### config.mk
export PLATFORM = sky130hd
export DESIGN_NAME = iigs_mem_ctrl
export DESIGN_NICKNAME = d
export VERILOG_FILES = /design/src/rtl/iigs_mem_ctrl.sv
export SDC_FILE = /design/constraint.sdc
export NUM_CORES = 1
export LEC_CHECK = 0
export ABC_AREA = 1
export CORE_ASPECT_RATIO = 1.1
export CORE_MARGIN = 2
export CORE_UTILIZATION = 30
export CTS_CLUSTER_DIAMETER = 60
export CTS_CLUSTER_SIZE = 24
export DETAILED_ROUTE_END_ITERATION = 7
export GPL_TIMING_DRIVEN = 0
export SLEW_MARGIN = 5
export SYNTH_ARGS = -nofsm -noshare
export SYNTH_HDL_FRONTEND = slang
export SYNTH_SLANG_ARGS = --single-unit
### constraint.sdc
create_clock -name clk_sys -period 3.3 [get_ports clk_sys]
set_clock_uncertainty 0.2 [all_clocks]
set_input_delay 0.825 -clock clk_sys [delete_from_list [all_inputs] [get_ports clk_sys]]
set_output_delay 0.825 -clock clk_sys [all_outputs]
set_load 0.1 [all_outputs]
### src/rtl/iigs_mem_ctrl.sv
// rtl/iigs_mem_ctrl.sv - IIGS bus memory controller: region decode, clock-enable pacing, video shadowing
module iigs_mem_ctrl #(
    parameter int RAMSIZE  = 16,
    parameter int FAST_DIV = 8,
    parameter int SLOW_DIV = 28
) (
    input  logic        clk_sys,
    input  logic        reset_n,
    input  logic        cpu_req,
    input  logic [7:0]  cpu_bank,
    input  logic [15:0] cpu_addr,
    input  logic        cpu_we,
    input  logic [7:0]  cpu_din,
    output logic [7:0]  cpu_dout,
    output logic        cpu_ready,
    input  logic [3:0]  shadow_mask,
    output logic        fast_tick,
    output logic        slow_tick,
    output logic        rom_ce,
    output logic [16:0] rom_addr,
    input  logic [7:0]  rom_q,
    output logic        fram_ce,
    output logic        fram_we,
    output logic [22:0] fram_addr,
    input  logic [7:0]  fram_q,
    output logic        sram_ce,
    output logic        sram_we,
    output logic [16:0] sram_addr,
    input  logic [7:0]  sram_q,
    output logic [7:0]  mem_din
);
    localparam int FW = $clog2(FAST_DIV);
    localparam int SW = $clog2(SLOW_DIV);

    localparam logic [2:0] S_IDLE    = 3'd0;
    localparam logic [2:0] S_WAIT    = 3'd1;
    localparam logic [2:0] S_ISSUE   = 3'd2;
    localparam logic [2:0] S_CAPTURE = 3'd3;
    localparam logic [2:0] S_ACK     = 3'd4;

    logic [2:0]    state_q, state_d;
    logic [FW-1:0] fcnt_q, fcnt_d;
    logic [SW-1:0] scnt_q, scnt_d;
    logic [7:0]    bank_q, bank_d;
    logic [15:0]   addr_q, addr_d;
    logic          we_q, we_d;
    logic [7:0]    din_q, din_d;
    logic          rom_q_f, rom_d_f;
    logic          fast_q, fast_d;
    logic          slow_q, slow_d;
    logic          shadow_q, shadow_d;
    logic [7:0]    dout_q, dout_d;

    logic dec_rom, dec_fast, dec_slow, dec_shadow, in_rng, need_tick, issue;

    assign fast_tick = (fcnt_q == FW'(FAST_DIV - 1));
    assign slow_tick = (scnt_q == SW'(SLOW_DIV - 1));

    always_comb begin
        fcnt_d = fast_tick ? '0 : fcnt_q + FW'(1);
        scnt_d = slow_tick ? '0 : scnt_q + SW'(1);
    end

    // Region decode of the live bus request; only consumed at acceptance.
    always_comb begin
        dec_rom    = (cpu_bank == 8'hFE) || (cpu_bank == 8'hFF) ||
                     ((cpu_bank == 8'h00) && (cpu_addr >= 16'hC100));
        dec_fast   = !dec_rom && (cpu_bank < 8'(RAMSIZE));
        dec_slow   = !dec_rom && !dec_fast && (cpu_bank[7:1] == 7'h70);
        in_rng     = (shadow_mask[0] && cpu_addr >= 16'h0400 && cpu_addr <= 16'h07FF) ||
                     (shadow_mask[1] && cpu_addr >= 16'h0800 && cpu_addr <= 16'h0BFF) ||
                     (shadow_mask[2] && cpu_addr >= 16'h2000 && cpu_addr <= 16'h3FFF) ||
                     (shadow_mask[3] && cpu_addr >= 16'h4000 && cpu_addr <= 16'h5FFF);
        dec_shadow = dec_fast && cpu_we && (cpu_bank[7:1] == 7'h00) && in_rng;
    end

    always_comb begin
        state_d   = state_q;
        bank_d    = bank_q;
        addr_d    = addr_q;
        we_d      = we_q;
        din_d     = din_q;
        rom_d_f   = rom_q_f;
        fast_d    = fast_q;
        slow_d    = slow_q;
        shadow_d  = shadow_q;
        dout_d    = dout_q;
        // Shadowed writes must land in slow RAM too, so they pace to the slow clock.
        need_tick = (slow_q || shadow_q) ? slow_tick : fast_tick;
        case (state_q)
            S_IDLE: begin
                if (cpu_req) begin
                    state_d  = S_WAIT;
                    bank_d   = cpu_bank;
                    addr_d   = cpu_addr;
                    we_d     = cpu_we;
                    din_d    = cpu_din;
                    rom_d_f  = dec_rom;
                    fast_d   = dec_fast;
                    slow_d   = dec_slow;
                    shadow_d = dec_shadow;
                end
            end
            S_WAIT: begin
                if (need_tick) begin
                    state_d = S_ISSUE;
                end
            end
            S_ISSUE: state_d = S_CAPTURE;
            S_CAPTURE: begin
                state_d = S_ACK;
                if (!we_q) begin
                    if (rom_q_f) begin
                        dout_d = rom_q;
                    end else if (fast_q) begin
                        dout_d = fram_q;
                    end else if (slow_q) begin
                        dout_d = sram_q;
                    end else begin
                        dout_d = 8'hFF;
                    end
                end
            end
            S_ACK:   state_d = S_IDLE;
            default: state_d = S_IDLE;
        endcase
    end

    always_ff @(posedge clk_sys or negedge reset_n) begin
        if (!reset_n) begin
            state_q  <= S_IDLE;
            fcnt_q   <= '0;
            scnt_q   <= '0;
            bank_q   <= '0;
            addr_q   <= '0;
            we_q     <= 1'b0;
            din_q    <= '0;
            rom_q_f  <= 1'b0;
            fast_q   <= 1'b0;
            slow_q   <= 1'b0;
            shadow_q <= 1'b0;
            dout_q   <= '0;
        end else begin
            state_q  <= state_d;
            fcnt_q   <= fcnt_d;
            scnt_q   <= scnt_d;
            bank_q   <= bank_d;
            addr_q   <= addr_d;
            we_q     <= we_d;
            din_q    <= din_d;
            rom_q_f  <= rom_d_f;
            fast_q   <= fast_d;
            slow_q   <= slow_d;
            shadow_q <= shadow_d;
            dout_q   <= dout_d;
        end
    end

    // Strobes decode straight from state so reset kills an in-flight strobe at once.
    assign issue     = (state_q == S_ISSUE);
    assign rom_ce    = issue && rom_q_f && !we_q;
    assign fram_ce   = issue && fast_q;
    assign fram_we   = fram_ce && we_q;
    assign sram_ce   = issue && (slow_q || shadow_q);
    assign sram_we   = sram_ce && we_q;
    assign rom_addr  = {(bank_q == 8'hFF), addr_q};
    assign fram_addr = {bank_q[6:0], addr_q};
    assign sram_addr = {bank_q[0], addr_q};
    assign mem_din   = din_q;
    assign cpu_dout  = dout_q;
    assign cpu_ready = (state_q == S_ACK);
endmodule
==> After elaboration in Yosys (flattened, before gate mapping) <==
Index checks and enable logic that the tools add are counted.
{ "classes": {"mux": 9, "n_addsub": 2, "reduce_logical": 36, "n_eq_ne": 12, "n_lt_le_gt_ge": 10, "n_bitwise": 1} }
{ "ops": {"columns": ["cell", "count"], "rows": [
  ["equality test 8 bit (second input constant)", 3],
  ["2-to-1 mux 8 bit", 3],
  ["logical AND 1 bit", 21],
  ["greater-or-equal comparator 16 x 11 -> 1 bit (second input constant)", 1],
  ["greater-or-equal comparator 16 x 12 -> 1 bit (second input constant)", 1],
  ["greater-or-equal comparator 16 x 14 -> 1 bit (second input constant)", 1],
  ["greater-or-equal comparator 16 x 15 -> 1 bit (second input constant)", 1],
  ["greater-or-equal comparator 16 bit (second input constant)", 1],
  ["<= comparator 16 x 11 -> 1 bit (second input constant)", 1],
  ["<= comparator 16 x 12 -> 1 bit (second input constant)", 1],
  ["<= comparator 16 x 14 -> 1 bit (second input constant)", 1],
  ["<= comparator 16 x 15 -> 1 bit (second input constant)", 1],
  ["one-hot mux 3 bit (4 select lines)", 1],
  ["2-to-1 mux 3 bit", 3],
  ["zero test 8 bit", 1],
  ["less-than comparator 8 x 5 -> 1 bit (second input constant)", 1],
  ["equality test 7 bit (second input constant)", 1],
  ["zero test 7 bit", 1],
  ["equality test 3 x 2 -> 1 bit (second input constant)", 2],
  ["equality test 3 bit (second input constant)", 2],
  ["logical OR 1 bit", 6],
  ["AND reduction 2 bit", 3],
  ["adder 5 x 1 -> 5 bit (second input constant)", 1],
  ["equality test 5 bit (second input constant)", 1],
  ["8 further kinds", 11]
]} }
{ "word_totals": {"regBits": 56, "input_bits": 64, "wordCells": 82, "out_inout_bits": 81} }

==> Depth between registers and ports, before layout <==
Gate-level depths: netlist of run 1.
{ "logic_depth": {"ltp_word": 8, "ltp_mapped": 7, "depth_no_buf": 7} }

==> Worst setup path before layout of run 1 <==
No wires, ideal clock.
{ "synth_path": {"path_type": "flip-flop to output port", "start": "register state_q[2]", "end": "output port fram_we", "setup_slack_ns": -0.470, "arrival_ns": 2.745, "t_required_ns": 2.275, "n_path_buf": 0, "stages_incl_launch_ff": 4, "cell_sequence": "dfrtp_1 -> nor2_2 -> nand2_1 -> nor3_1"} }
{ "synth_via": {"elab_chain_cells": 3} }
{ "synth_lines": {"columns": ["item", "line_no", "text"], "rows": [
  ["start: declaration", "41", "logic [2:0] state_q, state_d;"],
  ["start signal: assignment", "144", "state_q <= state_d;"],
  ["equality test 3 x 2 -> 1 bit", "160", "assign issue = (state_q == S_ISSUE);"],
  ["logical AND 1 bit", "162", "assign fram_ce = issue && fast_q;"],
  ["logical AND 1 bit", "163", "assign fram_we = fram_ce && we_q;"],
  ["end: declaration", "23", "output logic fram_we,"]
]} }
Every way passes these cells.

==> Final worst setup path of run 1 <==
{ "layout_path": {"start": "register fcnt_q[0]", "end": "output port fast_tick"} }
{ "layout_via": {"elab_chain_cells": 1} }
{ "layout_lines": {"columns": ["item", "line_no", "text"], "rows": [
  ["start: declaration", "42", "logic [FW-1:0] fcnt_q, fcnt_d;"],
  ["start signal: assignment", "145", "fcnt_q <= fcnt_d;"],
  ["equality test 3 bit", "56", "assign fast_tick = (fcnt_q == FW'(FAST_DIV - 1));"],
  ["end: declaration", "17", "output logic fast_tick,"]
]} }
Every way passes these cells.

==> impl_metrics.yaml, run 1 <==
clocking:
  holdBufCountCts: 0
  clk_latency_ns: 0.30
  htreeDepth: 2
  clkSlewWorstSetupHoldPaths_ns: 0.10
  root_buffer: "clkbuf_8"
  cts_sinks: 56
  cts_tree: "yes"
  clk_path_buf_depth: 2
  cts_buffers: 5
routing:
  via_per_inst: 4.27
  drt-met1-wl_um: 3480
  met3_length_um: 501
  ant_nets: 0
  drtIter0Drc: 63
  drt-total-wl_um: 8010
  vias: 2759
  drc: 0
  dr.pass1.iters: 4
  wire_per_inst_um: 12.4
  route.met2.wl_um: 3950
  top_layer: "met4"
cells_and_area:
  nets: 595
  diodes: 0
  n_fill_cell: 910
  seq_area_um2: 1400
  final_cell_area_um2: 4610
  stdcell_count: 646
  final_common_cell: "clkdlybuf4s50_1"
  multi_input_area_um2: 1010
  drive_gt1_frac: 0.130
  final_cell_mix: "clkdlybuf4s50_1 (137), nand2_1 (126), dfrtp_1 (56)"
  area_growth_pct: 57.8
yosys:
  syn-cell-area_um2: 2920
  yosysUniqueCellTypes: 22
  yosysWarnings: 0
  yosysSeqAreaShare: 0.480
  synth.area.top_cells: "dfrtp_1 (48%), nand2_1 (16%), buf_4 (11%)"
  yosys.area.top_type: "dfrtp_1"
  syn_area_per_cell_um2: 7.77
  syn_inst: 376
  synth_nets: 443
  synth_top_cell_area_share: 0.480
  synth-seq-cells: 56
place:
  placement.io_buffers: 144
  dpl_worst_slack_ns: 0.0860
  routabilityCongestion: 0.840
  place_area_um2: 4530
  place_inst: 638
  place_hpwl_um: 6350
critical_path:
  crit_slowest_cell: "clkdlybuf4s50_1"
  crit_chain: "ha_1, ha_1, clkdlybuf4s50_1"
  max_stage_delay_ns: 1.16
  start_kind: "register"
  worst-setup-path-type: "reg2out"
  cpMostUsedCell: "ha_1"
  required_ns: 2.27
  end_kind: "primary output"
  path_max_fanout: 4
  crit_arrival_ns: 2.20
min_path:
  hold_class: "reg2reg"
sta:
  period_share: 0.976
  max_freq_mhz: 310
  setup_viol: 0
  fin_crit_ns: 3.22
  worst_slack_ns: 0.0782
  finalMaxSlewViolations: 0
  tightest_slew_ns: 1.00
  hold_viol_final: 0
  maxSlewHeadroom: 0.330
  rsz0062_at_grt: "no"
job:
  maxCapViolCount: 0
floorplan:
  die_h_um: 108
  num_io_pins: 145
  die_w_um: 98.1
  die_area_um2: 10500
  rows: 37
  core_um2: 9400
  start_util: 0.311
global_routing:
  grt_pass1_wl_um: 13300
  antenna_found_initial: 0
  grtUsageTotal: 0.154
  grt_max_degree: 37
  grt_pass1_vias: 2752
  globalRoute.totalOverflow: 0
run_status:
  status: "complete, no violations"
## metrics by stage
| step | hold slack [ns] | util | setup TNS (ns) |
|---|---|---|---|
| floorplan | 0.203 | - | -0.940 |
| global placement | 0.214 | 0.480 | -33.51 |
| detailed placement | 0.228 | 0.482 | 0 |
| CTS | 0.243 | 0.491 | 0 |
| global route | 0.268 | 0.491 | 0 |
| finish | 0.235 | 0.491 | 0 |
## registers in the layout, summed over array words and instances, names as in the netlist
signal    cells
addr_q       16
bank_q        8
cpu_dout      8
mem_din       8
scnt_q        5
fcnt_q        3
state_q       3
fast_q        1
rom_q_f       1
shadow_q      1
slow_q        1
we_q          1
## cell type report
type | count | share of cell area
clock inverter | 2 | 0.00217
timing repair buffer | 145 | 0.313
buffer | 51 | 0.0833
multi-input combinational | 234 | 0.219
inverter | 35 | 0.0285
tap | 117 | 0.0318
clock buffer | 6 | 0.0179
sequential | 56 | 0.304
## worst paths after layout
check / to / depth (start not counted) / slack (ns) / startpoint
max reg2reg: slow_q / 6 / 1.77 / state_q[2]
max in group asynchronous: addr_q[6] / 2 / 2.06 / reset_n
max: fast_tick / 3 / 0.08 / fcnt_q[0]
min: fcnt_q[0] / 1 / 0.24 / fcnt_q[0]
min reg2reg: fcnt_q[0] / 1 / 0.24 / fcnt_q[0]
min in group asynchronous: cpu_dout[1] / 1 / 0.28 / reset_n
## metal layers
layer  vias up  global-route usage
met1      1255               0.190
met3         5              0.0390
met4         0              0.0367
met2        87               0.272
met5         -                   0
li1       1412                   -
## synthesized netlist by cell type, drive strengths merged
library cell	instances
nand3	10
nand3b	2
nand2	127
ha	3
xnor2	1
nand4	3
nor3	3
clkbuf	1
a21oi	12
nor2	50
o21ai	23
dfrtp	56
buf	50
inv	35
## critical path, delay by kind of cell (launching register included)
kind                       cells  cell delay [ns]
buffers and inverters          1             1.16
adders and majority gates      2             0.37
DFF                            1             0.36
## what timing repair did
item | in CTS | in global routing
gates resized for setup | 6 | 2
setup buffers | 0 | 0
pin swaps | 0 | 0
endpoints found under the hold margin | 0 | 0
endpoints found under the setup margin | 6 | 1
## cell families (layout without fill, tap and decap cells)
logic type                 Yosys count  count (layout)  share of synthesized area
and+or+nand+nor                    195             195                      0.266
buffers and inverters               86             239                      0.176
DFF                                 56              56                      0.480
AOI/OAI and AO/OA                   35              35                     0.0625
adders and majority gates            3               3                     0.0128
xor gates and xnor gates             1               1                    0.00300
Power of run 1 is left out: the tool's default activity adds up to more than one toggle a clock period on the data nets, which glitch-free logic cannot reach.
==> inputs of run 2 (changes only) <==
--- a/config.mk
+++ b/config.mk
@@ -13,6 +13,7 @@
 export CTS_CLUSTER_SIZE = 24
 export DETAILED_ROUTE_END_ITERATION = 7
 export GPL_TIMING_DRIVEN = 0
+export PLACE_DENSITY = 0.65
 export SLEW_MARGIN = 5
 export SYNTH_ARGS = -nofsm -noshare
 export SYNTH_HDL_FRONTEND = slang
==> constraint.sdc (replaced) <==
create_clock -name clk_sys -period 2.65 [get_ports clk_sys]
set_clock_uncertainty 0.2 [all_clocks]
set_input_delay 0.6625 -clock clk_sys [delete_from_list [all_inputs] [get_ports clk_sys]]
set_output_delay 0.6625 -clock clk_sys [all_outputs]
set_load 0.1 [all_outputs]
==> impl_metrics.yaml, run 2 (same netlist as run 1, synthesis figures left out) <==
run_status:
  status: "complete, no violations"
cells_and_area:
  nets: 595
  final_common_cell: "nand2_1"
  area_growth_pct: 54.3
  largest_register: "addr_q"
  diodes: 0
  final_cell_mix: "nand2_1 (126), dlygate4sd2_1 (72), clkdlybuf4s50_1 (62)"
  largest_register_ffs: 16
  drive_gt1_frac: 0.146
floorplan:
  die_h_um: 108
  die_w_um: 98.1
  core_um2: 9400
  start_util: 0.311
  rows: 37
  num_io_pins: 145
  die_area_um2: 10500
routing:
  wire_per_inst_um: 12.3
  drt-total-wl_um: 7900
  drc: 0
  dr.pass1.iters: 5
  via_per_inst: 4.28
  vias: 2762
  drtIter0Drc: 91
  ant_nets: 0
clocking:
  cts_sinks: 56
  clkSlewWorstSetupHoldPaths_ns: 0.10
  clk_path_buf_depth: 2
  holdBufCountCts: 0
  root_buffer: "clkbuf_8"
  htreeDepth: 2
  cts_tree: "yes"
  cts_setup_buffers: 0
  clk_latency_ns: 0.30
  cts_buffers: 5
critical_path:
  crit_start: "addr_q[15]"
  worst-setup-path-type: "reg2out"
  critPathTopFamily: "buffers and inverters"
  max_stage_delay_ns: 0.85
  path_max_fanout: 4
  end_kind: "primary output"
  required_ns: 1.79
  crit_slowest_cell: "dlygate4sd2_1"
  crit_arrival_ns: 1.69
  cp_num_buf_inv: 2
  r2r_start: "state_q[2]"
  start_kind: "register"
  crit_chain: "buf_4, dlygate4sd2_1"
global_routing:
  globalRouteMet3Util: 0.0312
  grt_busiest_layer: "met2"
  grt_max_degree: 34
  globalRoute.totalOverflow: 0
  grt_pass1_vias: 2636
  met2_usage: 0.264
  antenna_found_initial: 0
  grt_pass1_wl_um: 12700
  grtUsageTotal: 0.148
  grt_util_met1: 0.184
sta:
  fin_crit_ns: 2.56
  rsz0062_at_grt: "no"
  setup_viol: 0
  worst_slack_ns: 0.0945
  period_share: 0.964
  finalMaxSlewViolations: 0
  whs_ns: 0.132
  hold_viol_final: 0
  max_freq_mhz: 391
  tightest_slew_ns: 0.979
  maxSlewHeadroom: 0.350
  finalSetupTns_ns: 0
place:
  place_hpwl_um: 6250
  routabilityCongestion: 0.816
  dpl_worst_slack_ns: -0.372
  placement.io_buffers: 144
min_path:
  hold_class: "in2async"
job:
  maxCapViolCount: 0
run 2: changes by cell type in the layout (fill, tap and decap cells not counted):
cell / previous run / this run
clkdlybuf4s50_1: 137 / 62
dlygate4sd2_1: 5 / 72
clkbuf_4: 0 / 5
clkdlybuf4s15_2: 0 / 2
nor3_1: 2 / 0
nor3_2: 1 / 3
buf_2: 5 / 6
clkbuf_1: 1 / 2
clkbuf_8: 6 / 5
clkinv_2: 2 / 1
run 2: path summary, 6_finish.rpt:
kind                                       to  slack, ns  cells past startpoint
max in group asynchronous           addr_q[7]       1.54                      2
worst min-delay path                fcnt_q[2]       0.13                      1
worst max register to register     addr_q[14]       1.11                      6
worst max-delay path            sram_addr[15]       0.09                      2
worst min register to register      fcnt_q[0]       0.24                      1
min in group clk_sys                fcnt_q[0]       0.24                      1
run 2: metrics by stage:
stage	instance area [µm²]	utilization	std cells
finish	4510	0.480	645
global route	4510	0.480	645
CTS	4500	0.479	645
detailed placement	4540	0.483	638
global placement	4520	0.481	637
floorplan	2940	-	376
run 2: area by class of cell:
type / instances / area (µm²)
inverter: 35 / 131
multi-input combinational: 234 / 1020
tap: 117 / 146
timing repair buffer: 145 / 1350
clock buffer: 6 / 72.6
buffer: 51 / 384
sequential: 56 / 1400
clock inverter: 1 / 5.00
fill: 951 / 4890
run 2: worst register-to-register path, delay by kind of cell (launching register included):
family                 cells  cell delay, ns
DFF                        1            0.42
buffers and inverters      2            0.34
and+or+nand+nor            4            0.48
run 2: per-layer routing:
metal  vias to the layer above  wire (µm)
met3                         9        437
li1                       1410          -
met5                         -          0
met2                        76       3960
met1                      1267       3390
met4                         0        114
run 2: what timing repair did:
action	4_1_cts	5_1_grt
resized for setup	110	6
gates cloned	0	0
endpoints found under the setup margin	81	6
Power of run 2 is left out for the same reason.
==> inputs of run 3 (changes only) <==
--- a/config.mk
+++ b/config.mk
@@ -7,8 +7,9 @@
 export LEC_CHECK = 0
 export ABC_AREA = 1
 export CORE_ASPECT_RATIO = 1.1
-export CORE_MARGIN = 2
+export CORE_MARGIN = 3
 export CORE_UTILIZATION = 30
+export CTS_BUF_LIST = sky130_fd_sc_hd__clkbuf_2 sky130_fd_sc_hd__clkbuf_4 sky130_fd_sc_hd__clkbuf_8
 export CTS_CLUSTER_DIAMETER = 60
 export CTS_CLUSTER_SIZE = 24
 export DETAILED_ROUTE_END_ITERATION = 7
==> impl_metrics.yaml, run 3 (same netlist as run 1, synthesis figures left out) <==
clocking:
  clk_path_buf_depth: 2
  holdBufCountCts: 0
  cts_buffers: 5
  cts_tree: "yes"
  clkSlewWorstSetupHoldPaths_ns: 0.10
  clk_latency_ns: 0.30
  cts_sinks: 56
  root_buffer: "clkbuf_8"
  htreeDepth: 2
routing:
  dr.pass1.iters: 4
  via_per_inst: 4.25
  drt-total-wl_um: 8130
  met3_length_um: 456
  drc: 0
  wire_per_inst_um: 12.6
  vias: 2737
  drtIter0Drc: 97
  top_layer: "met4"
  route.met2.wl_um: 3960
  drt-met1-wl_um: 3600
  ant_nets: 0
sta:
  finalSetupTns_ns: 0
  finalMaxSlewViolations: 0
  fin_crit_ns: 2.56
  setup_viol: 0
  hold_viol_final: 0
  worst_slack_ns: 0.0897
  period_share: 0.966
  tightest_slew_ns: 0.985
  rsz0062_at_grt: "no"
  maxSlewHeadroom: 0.346
  max_freq_mhz: 391
global_routing:
  grt_pass1_wl_um: 13200
  grt_max_degree: 33
  grt_pass1_vias: 2736
  antenna_found_initial: 0
  globalRoute.totalOverflow: 0
  grtUsageTotal: 0.148
critical_path:
  start_kind: "register"
  worst-setup-path-type: "reg2out"
  critPathTopFamily: "buffers and inverters"
  required_ns: 1.79
  rrSetupSlack_ns: 0.94
  crit_chain: "buf_4, dlygate4sd2_1"
  r2r_start: "fast_q"
  reg2reg_to: "cpu_dout[7]"
  reg2reg_depth: 6
  cp_num_buf_inv: 2
  end_kind: "primary output"
  crit_arrival_ns: 1.70
  path_max_fanout: 4
  max_stage_delay_ns: 0.85
  crit_slowest_cell: "dlygate4sd2_1"
cells_and_area:
  finish.utilization: 0.479
  nets: 594
  final_common_cell: "nand2_1"
  n_fill_cell: 1005
  final_cell_mix: "nand2_1 (126), dlygate4sd2_1 (72), clkdlybuf4s50_1 (62)"
  area_growth_pct: 55.0
  drive_gt1_frac: 0.148
  diodes: 0
  largest_register_ffs: 16
  largest_register: "addr_q"
min_path:
  hold_class: "in2async"
place:
  placement.io_buffers: 144
  dpl_worst_slack_ns: -0.388
  place_hpwl_um: 6400
  routabilityCongestion: 0.780
job:
  maxCapViolCount: 0
floorplan:
  start_util: 0.309
  die_area_um2: 11000
  rows: 37
  num_io_pins: 145
  core_um2: 9440
  die_w_um: 100
  die_h_um: 110
run_status:
  status: "complete, no violations"
## run 3: cell count changes in the layout (fill, tap and decap cells not counted), sizes merged
cell,previous run,this run
clkinv,1,0
## run 3: how the worst max path moves through the flow
stage | start | to | cells after the start
detailed placement | scnt_q[0] | slow_tick | 6
floorplan | state_q[2] | fram_ce | 3
global placement | reset_n | addr_q[15] | 1
CTS | state_q[1] | cpu_ready | 2
finish | addr_q[9] | rom_addr[9] | 2
global route | rom_q_f | rom_ce | 5
## run 3: layout make-up
cell class	instances	area, µm²	share of cell area
Tap cell	117	146	0.0323
Multi-Input combinational cell	234	1020	0.225
Timing Repair Buffer	145	1350	0.299
Buffer	50	380	0.0840
Clock buffer	7	96.3	0.0213
Sequential cell	56	1400	0.309
Inverter	35	131	0.0290
## run 3: layer usage
metal / up-vias / GRT usage
met5: - / 0
met2: 81 / 0.255
met3: 9 / 0.0279
met1: 1239 / 0.193
li1: 1408 / -
met4: 0 / 0.0337
## run 3: per-stage QoR
step                      area [µm²]  cells  hold slack (ns)
after floorplan                 2940    376            0.167
after global placement          4520    637            0.213
after detailed placement        4540    638            0.235
after CTS                       4520    644            0.155
after global routing            4530    644            0.180
final                           4530    644            0.147
## run 3: timing repair
item,4_1_cts,5_1_grt
endpoints found under the setup margin,81,7
buffers inserted,0,0
pin swaps,0,0
gates resized for setup,111,7
cloned,0,0
Power of run 3 is left out for the same reason.
